===== src/rtl/packet_serializer.sv =====
// packet_serializer: replays one captured scheduler packet as AXI4 master
// traffic -- AW followed by 1..4 W beats for writes, a single AR for reads --
// and pulses `consumed` once the last handshake of that packet completes.
module packet_serializer #(
  parameter int DATA_SIZE  = 678,
  parameter int ID_WIDTH   = 16,
  parameter int ADDR_WIDTH = 40
) (
  input  logic                  clock,
  input  logic                  reset,
  input  logic [DATA_SIZE-1:0]  packet,
  input  logic                  activate,
  output logic                  consumed,
  // write address channel
  output logic [ID_WIDTH-1:0]   m_awid,
  output logic [ADDR_WIDTH-1:0] m_awaddr,
  output logic [7:0]            m_awlen,
  output logic [2:0]            m_awsize,
  output logic [1:0]            m_awburst,
  output logic                  m_awlock,
  output logic [3:0]            m_awcache,
  output logic [2:0]            m_awprot,
  output logic [3:0]            m_awqos,
  output logic [3:0]            m_awregion,
  output logic [15:0]           m_awuser,
  output logic                  m_awvalid,
  input  logic                  m_awready,
  // read address channel
  output logic [ID_WIDTH-1:0]   m_arid,
  output logic [ADDR_WIDTH-1:0] m_araddr,
  output logic [7:0]            m_arlen,
  output logic [2:0]            m_arsize,
  output logic [1:0]            m_arburst,
  output logic                  m_arlock,
  output logic [3:0]            m_arcache,
  output logic [2:0]            m_arprot,
  output logic [3:0]            m_arqos,
  output logic [3:0]            m_arregion,
  output logic [15:0]           m_aruser,
  output logic                  m_arvalid,
  input  logic                  m_arready,
  // write data channel
  output logic [127:0]          m_wdata,
  output logic [15:0]           m_wstrb,
  output logic                  m_wlast,
  output logic                  m_wvalid,
  input  logic                  m_wready
);

  localparam int HDR_W    = 102;
  localparam int BEATS    = 4;
  localparam int STRB_W   = 16;
  localparam int DATA_W   = 128;
  localparam int STRB_LSB = HDR_W;
  localparam int DATA_LSB = STRB_LSB + BEATS*STRB_W;

  // Header layout, MSB first so the packed struct lines up with packet[101:0].
  typedef struct packed {
    logic        is_read;
    logic [15:0] user;
    logic [3:0]  region;
    logic        lock;
    logic [3:0]  qos;
    logic [2:0]  prot;
    logic [3:0]  cache;
    logic [15:0] id;
    logic [1:0]  burst;
    logic [2:0]  size;
    logic [7:0]  len;
    logic [39:0] addr;
  } hdr_t;

  typedef enum logic [1:0] {IDLE, AW, W, AR} state_t;

  hdr_t                          hdr_in;
  logic [BEATS-1:0][DATA_W-1:0]  data_in;
  logic [BEATS-1:0][STRB_W-1:0]  strb_in;

  // Captured beat payloads; the header goes straight into the AW/AR registers.
  logic [BEATS-1:0][DATA_W-1:0]  data_q;
  logic [BEATS-1:0][STRB_W-1:0]  strb_q;
  logic [1:0]                    last_q;
  logic [1:0]                    beat;
  logic [1:0]                    beat_nxt;
  state_t                        state;

  // Only len[1:0] sets the burst length; the upper len bits are dropped.
  logic unused_len;

  assign hdr_in     = hdr_t'(packet[HDR_W-1:0]);
  assign beat_nxt   = beat + 2'd1;
  assign unused_len = ^hdr_in.len[7:2];

  // Slice the per-beat strobe and data lanes out of the flat packet.
  for (genvar k = 0; k < BEATS; k++) begin : g_lane
    assign data_in[k] = packet[DATA_LSB + DATA_W*k +: DATA_W];
    assign strb_in[k] = packet[STRB_LSB + STRB_W*k +: STRB_W];
  end

  // Transaction FSM; every output is a register updated here.
  always_ff @(posedge clock or negedge reset) begin
    if (!reset) begin
      state      <= IDLE;
      beat       <= '0;
      last_q     <= '0;
      data_q     <= '0;
      strb_q     <= '0;
      consumed   <= 1'b0;
      m_awid     <= '0;
      m_awaddr   <= '0;
      m_awlen    <= '0;
      m_awsize   <= '0;
      m_awburst  <= '0;
      m_awlock   <= 1'b0;
      m_awcache  <= '0;
      m_awprot   <= '0;
      m_awqos    <= '0;
      m_awregion <= '0;
      m_awuser   <= '0;
      m_awvalid  <= 1'b0;
      m_arid     <= '0;
      m_araddr   <= '0;
      m_arlen    <= '0;
      m_arsize   <= '0;
      m_arburst  <= '0;
      m_arlock   <= 1'b0;
      m_arcache  <= '0;
      m_arprot   <= '0;
      m_arqos    <= '0;
      m_arregion <= '0;
      m_aruser   <= '0;
      m_arvalid  <= 1'b0;
      m_wdata    <= '0;
      m_wstrb    <= '0;
      m_wlast    <= 1'b0;
      m_wvalid   <= 1'b0;
    end else begin
      consumed <= 1'b0;
      case (state)
        IDLE: begin
          // The consumed cycle is skipped so the scheduler can move on first.
          if (activate && !consumed) begin
            data_q <= data_in;
            strb_q <= strb_in;
            last_q <= hdr_in.len[1:0];
            if (hdr_in.is_read) begin
              m_arid     <= ID_WIDTH'(hdr_in.id);
              m_araddr   <= ADDR_WIDTH'(hdr_in.addr);
              m_arlen    <= {6'b0, hdr_in.len[1:0]};
              m_arsize   <= hdr_in.size;
              m_arburst  <= hdr_in.burst;
              m_arlock   <= hdr_in.lock;
              m_arcache  <= hdr_in.cache;
              m_arprot   <= hdr_in.prot;
              m_arqos    <= hdr_in.qos;
              m_arregion <= hdr_in.region;
              m_aruser   <= hdr_in.user;
              m_arvalid  <= 1'b1;
              state      <= AR;
            end else begin
              m_awid     <= ID_WIDTH'(hdr_in.id);
              m_awaddr   <= ADDR_WIDTH'(hdr_in.addr);
              m_awlen    <= {6'b0, hdr_in.len[1:0]};
              m_awsize   <= hdr_in.size;
              m_awburst  <= hdr_in.burst;
              m_awlock   <= hdr_in.lock;
              m_awcache  <= hdr_in.cache;
              m_awprot   <= hdr_in.prot;
              m_awqos    <= hdr_in.qos;
              m_awregion <= hdr_in.region;
              m_awuser   <= hdr_in.user;
              m_awvalid  <= 1'b1;
              state      <= AW;
            end
          end
        end
        AW: begin
          // Beat 0 is staged in the same edge that retires AW.
          if (m_awready) begin
            m_awvalid <= 1'b0;
            beat      <= '0;
            m_wdata   <= data_q[0];
            m_wstrb   <= strb_q[0];
            m_wlast   <= (last_q == 2'd0);
            m_wvalid  <= 1'b1;
            state     <= W;
          end
        end
        W: begin
          if (m_wready) begin
            if (beat == last_q) begin
              m_wvalid <= 1'b0;
              m_wlast  <= 1'b0;
              beat     <= '0;
              consumed <= 1'b1;
              state    <= IDLE;
            end else begin
              beat    <= beat_nxt;
              m_wdata <= data_q[beat_nxt];
              m_wstrb <= strb_q[beat_nxt];
              m_wlast <= (beat_nxt == last_q);
            end
          end
        end
        AR: begin
          if (m_arready) begin
            m_arvalid <= 1'b0;
            consumed  <= 1'b1;
            state     <= IDLE;
          end
        end
        default: state <= IDLE;
      endcase
    end
  end

endmodule


===== config.mk =====
export PLATFORM = sky130hd
export DESIGN_NAME = packet_serializer
export DESIGN_NICKNAME = d
export VERILOG_FILES = /design/src/rtl/packet_serializer.sv
export SDC_FILE = /design/constraint.sdc
export NUM_CORES = 2
export LEC_CHECK = 0
export BUFFER_PORTS_ARGS = -buffer_cell sky130_fd_sc_hd__buf_2
export CORE_AREA = 2 2 399 401
export CTS_CLUSTER_SIZE = 40
export DETAILED_ROUTE_END_ITERATION = 7
export DIE_AREA = 0 0 401 403
export SLEW_MARGIN = 10
export SYNTH_ARGS = -nofsm -noshare
export SYNTH_HDL_FRONTEND = slang
export SYNTH_SLANG_ARGS = --single-unit

===== constraint.sdc =====
create_clock -name clock -period 2.3 [get_ports clock]
set_input_delay 0.345 -clock clock [delete_from_list [all_inputs] [get_ports clock]]
set_output_delay 0.345 -clock clock [all_outputs]
set_load 0.02 [all_outputs]

==> impl_results.md <==
- Gate power share: 44.1%
- Synthesized area per cell: 9.69 um^2
- P_leak: 28.7 nW
- Startpoint type of the worst setup path: register
- Count of cell types in the netlist: 33
- Mux cell area share after synthesis: 9.46%
- Fmax: 452 MHz
- Vias/cell: 4.62
- Remaining DRCs: 0
- Vias in the first global route: 37,333
- Flop pwr share: 35.1%
- Slew headroom: 56.6%
- Antenna Nets Post-Route: 0
- Post-synthesis simple-gate area fraction: 21.5%
- CTS H-tree lvls: 3
- Worst-Margin Slew: 0.644 ns
- Buffers on Ports: 1,016
- WL final: 160 mm
- Starting Density: 25.0%
- Fin crit period: 2.21 ns
- Status: completed
- Layout area overhead: 46.8%
- Worst skew pair latency: 0.73 ns
- Largest family of logic cells by synthesized area: simple AND/OR/NAND/NOR gates
- Std cell rows: 146
- Gpl congestion: 0.875
- Register area share after synthesis: 58.5%
- Switching Share: 41.8%
- Layout Cells excl Fill: 7,914
- CP Max Fanout: 59
- CTS buffer count: 102
- Synth Area in Adders: 0%
- Initial antenna violation count: 52
- Min-Delay Path Class: input port to asynchronous set/reset pin
- Iter 0 DRT Violations: 2,941
- Core area: 0.157 mm^2
- First-pass GRT wire length: 237 mm
- Power Internal: 47.8 mW
- Dpl hpwl: 112 mm
- Xor/xnor cell area share of the yosys netlist: 0.0635%
- #FFs+latches synth: 921
- Critical Path End Type: register
- CP max stage delay: 0.48 ns
- CP Cell Sequence: or3b_4 > nand2b_4 > buf_12 > buf_12 > buf_12 > nand2_1 > nand2_1
- Final Cycle Share: 96.2%
- Synth Area in Compound Gates: 6.63%
- Main flop type after synthesis: dfrtp_1
- Clk pwr share: 20.8%
- Setup CP Type: register to register
- Storage cell area: 0.0231 mm^2
- Share of layout cells above drive strength 1: 25.8%
- Die Y: 403 um
- Area occupied by multi-input gates: 0.0149 mm^2
- Drt wl/cell: 20.2 um
- Clock Sink Count: 921
- Die width: 401 um
- Final setup violation count: 0
- Synth warn: 0
- Switching pwr: 34.2 mW
- GRT Util Overall: 19.1%
- CTS tree: built
- Largest net degree at the start of global routing: 86
- CTS max path bufs: 3
- Mapped Area: 0.0394 mm^2
- DRT Pass-1 Iters: 6
- Synth Instances: 4,067
- R2R Setup Slk: 0.09 ns
- CTS resizes: 0
- Worst-path clk slew: 0.06 ns
- Post-synth ARST share: 100%
- Filler instances: 15,467
- PwrDens: 1420 mW/mm^2
- Critical Path Slowest Stage Cell: dfrtp_1
- Inst Count DP: 7,019
- TNS Setup: 0 ns
- Via count: 36,556
- Slew Viols, Final: 0
- Congestion Overflow GR: 0
- Ports: 1,035
- Post-synth EDFFs: 0
- VDD IR max: 1.31 mV
- Die area: 0.162 mm^2
- Total Nets Final: 6,413
- Max Cap Violations: 0
- CTS Root Cell: clkbuf_16
- Final hold viol count: 0
- CP required: 2.87 ns
- Skew final: 0.0657 ns
- CP Data Arrival Time: 2.78 ns
- CP dominant cell by count: buf_12
==> area by class of cell <==
type,count,share of cell area (%)
clock inverter,47,1.05
multi-input combinational,2845,25.8
clock buffer,142,5.00
inverter,4,0.0259
tap,2072,4.48
sequential,921,39.8
timing repair buffer,1855,23.7
antenna,28,0.121
==> critical path: cells and delay by family (launching register included) <==
family	cells	cell delay, ns
simple gates	4	0.87
flops	1	0.48
buf+inv	3	0.59
==> metrics by stage <==
step                      hold WS, ns  setup slack (ns)  cell area (um^2)  util, %  power [mW]
final                           0.207            0.0882             57900     36.8        82.0
after global routing            0.205         -0.000539             57800     36.7        87.0
after CTS                       0.121            0.0332             57800     36.7        82.3
after detailed placement        0.335            0.0632             47500     30.2        63.9
after global placement          0.335            0.0883             47500     30.2        63.1
after floorplan                0.0494             0.335             39500        -        49.3
==> timing repair <==
action,in CTS,in global routing
endpoints found under the setup margin,0,32
endpoints found under the hold margin,839,0
hold buffers,675,0
buffers inserted,0,2
==> flip-flops by register name (all words and copies together) (netlist names), 16 cells and up <==
signal    count
data_q      512
m_araddr     40
m_arid       16
m_aruser     16
m_awaddr     40
m_awid       16
m_awuser     16
m_wdata     128
m_wstrb      16
strb_q       64
==> layer usage <==
metal / vias to the layer above / share of wire (%) / routed length [um] / global-route usage, %
met2: 1568 / 45 / 72400 / 30.1
li1: 16697 / - / - / -
met3: 343 / 8.1 / 13000 / 4.86
met5: - / 0.13 / 214 / 0
met1: 17916 / 42 / 67900 / 25.1
met4: 32 / 4.0 / 6440 / 7.66
==> synth_stat cells, types with 18 or more instances <==
| library cell | n | area share, % |
|---|---|---|
| nand2_1 | 1738 | 17 |
| dfrtp_1 | 921 | 58 |
| a21oi_1 | 152 | 1.9 |
| o21ai_0 | 149 | 1.9 |
| a22oi_1 | 145 | 2.8 |
| mux2i_1 | 145 | 3.7 |
| nand3b_1 | 145 | 2.8 |
| nor3_1 | 145 | 1.8 |
| clkbuf_1 | 133 | 1.3 |
| buf_2 | 122 | 1.5 |
| mux2_2 | 102 | 2.9 |
| mux2_1 | 55 | 1.6 |
| mux2_4 | 34 | 1.3 |
| buf_1 | 19 | 0.18 |
| buf_4 | 18 | 0.34 |
==> placed cells by master, fill, tap and decap left out, types with 51 or more instances in the layout <==
master         instances
a21oi_1              151
a22oi_1              145
buf_12                51
buf_2               1015
buf_4                113
clkbuf_16            102
dfrtp_1              919
dlygate4sd3_1        675
mux2_1                55
mux2_2               102
mux2i_1              145
nand2_1             1736
nand3b_1             145
nor3_1               145
o21ai_0              149
==> power groups by stage <==
stage | combinational, mW | clock [mW] | sequential (mW)
after floorplan | 17.9 | 0 | 31.5
after global placement | 34.6 | 0 | 28.5
after detailed placement | 35.1 | 0 | 28.8
after CTS | 36.2 | 17.4 | 28.6
after global routing | 39.4 | 18.0 | 29.6
final | 36.2 | 17.1 | 28.8
==> path summary, 6_finish.rpt <==
| check | start | end | depth (start not counted) |
|---|---|---|---|
| min | reset | m_arid[3] | 2 |
| min reg2reg | data_q[236] | data_q[236] | 2 |
| max | state[0] | data_q[442] | 7 |
| min in group clock | m_awready | state[0] | 4 |
| max in group asynchronous | reset | m_awuser[9] | 4 |
| max reg2reg | state[0] | data_q[442] | 7 |
==> cell families after synthesis <==
kind of cell	count (synthesis)
multiplexers	336
flip-flops	921
AND/OR/NAND/NOR	2045
XOR/XNOR	2
buffers and inverters	313
AO/OA/AOI/OAI	449
other	1
(Power assumes the default switching activity.)
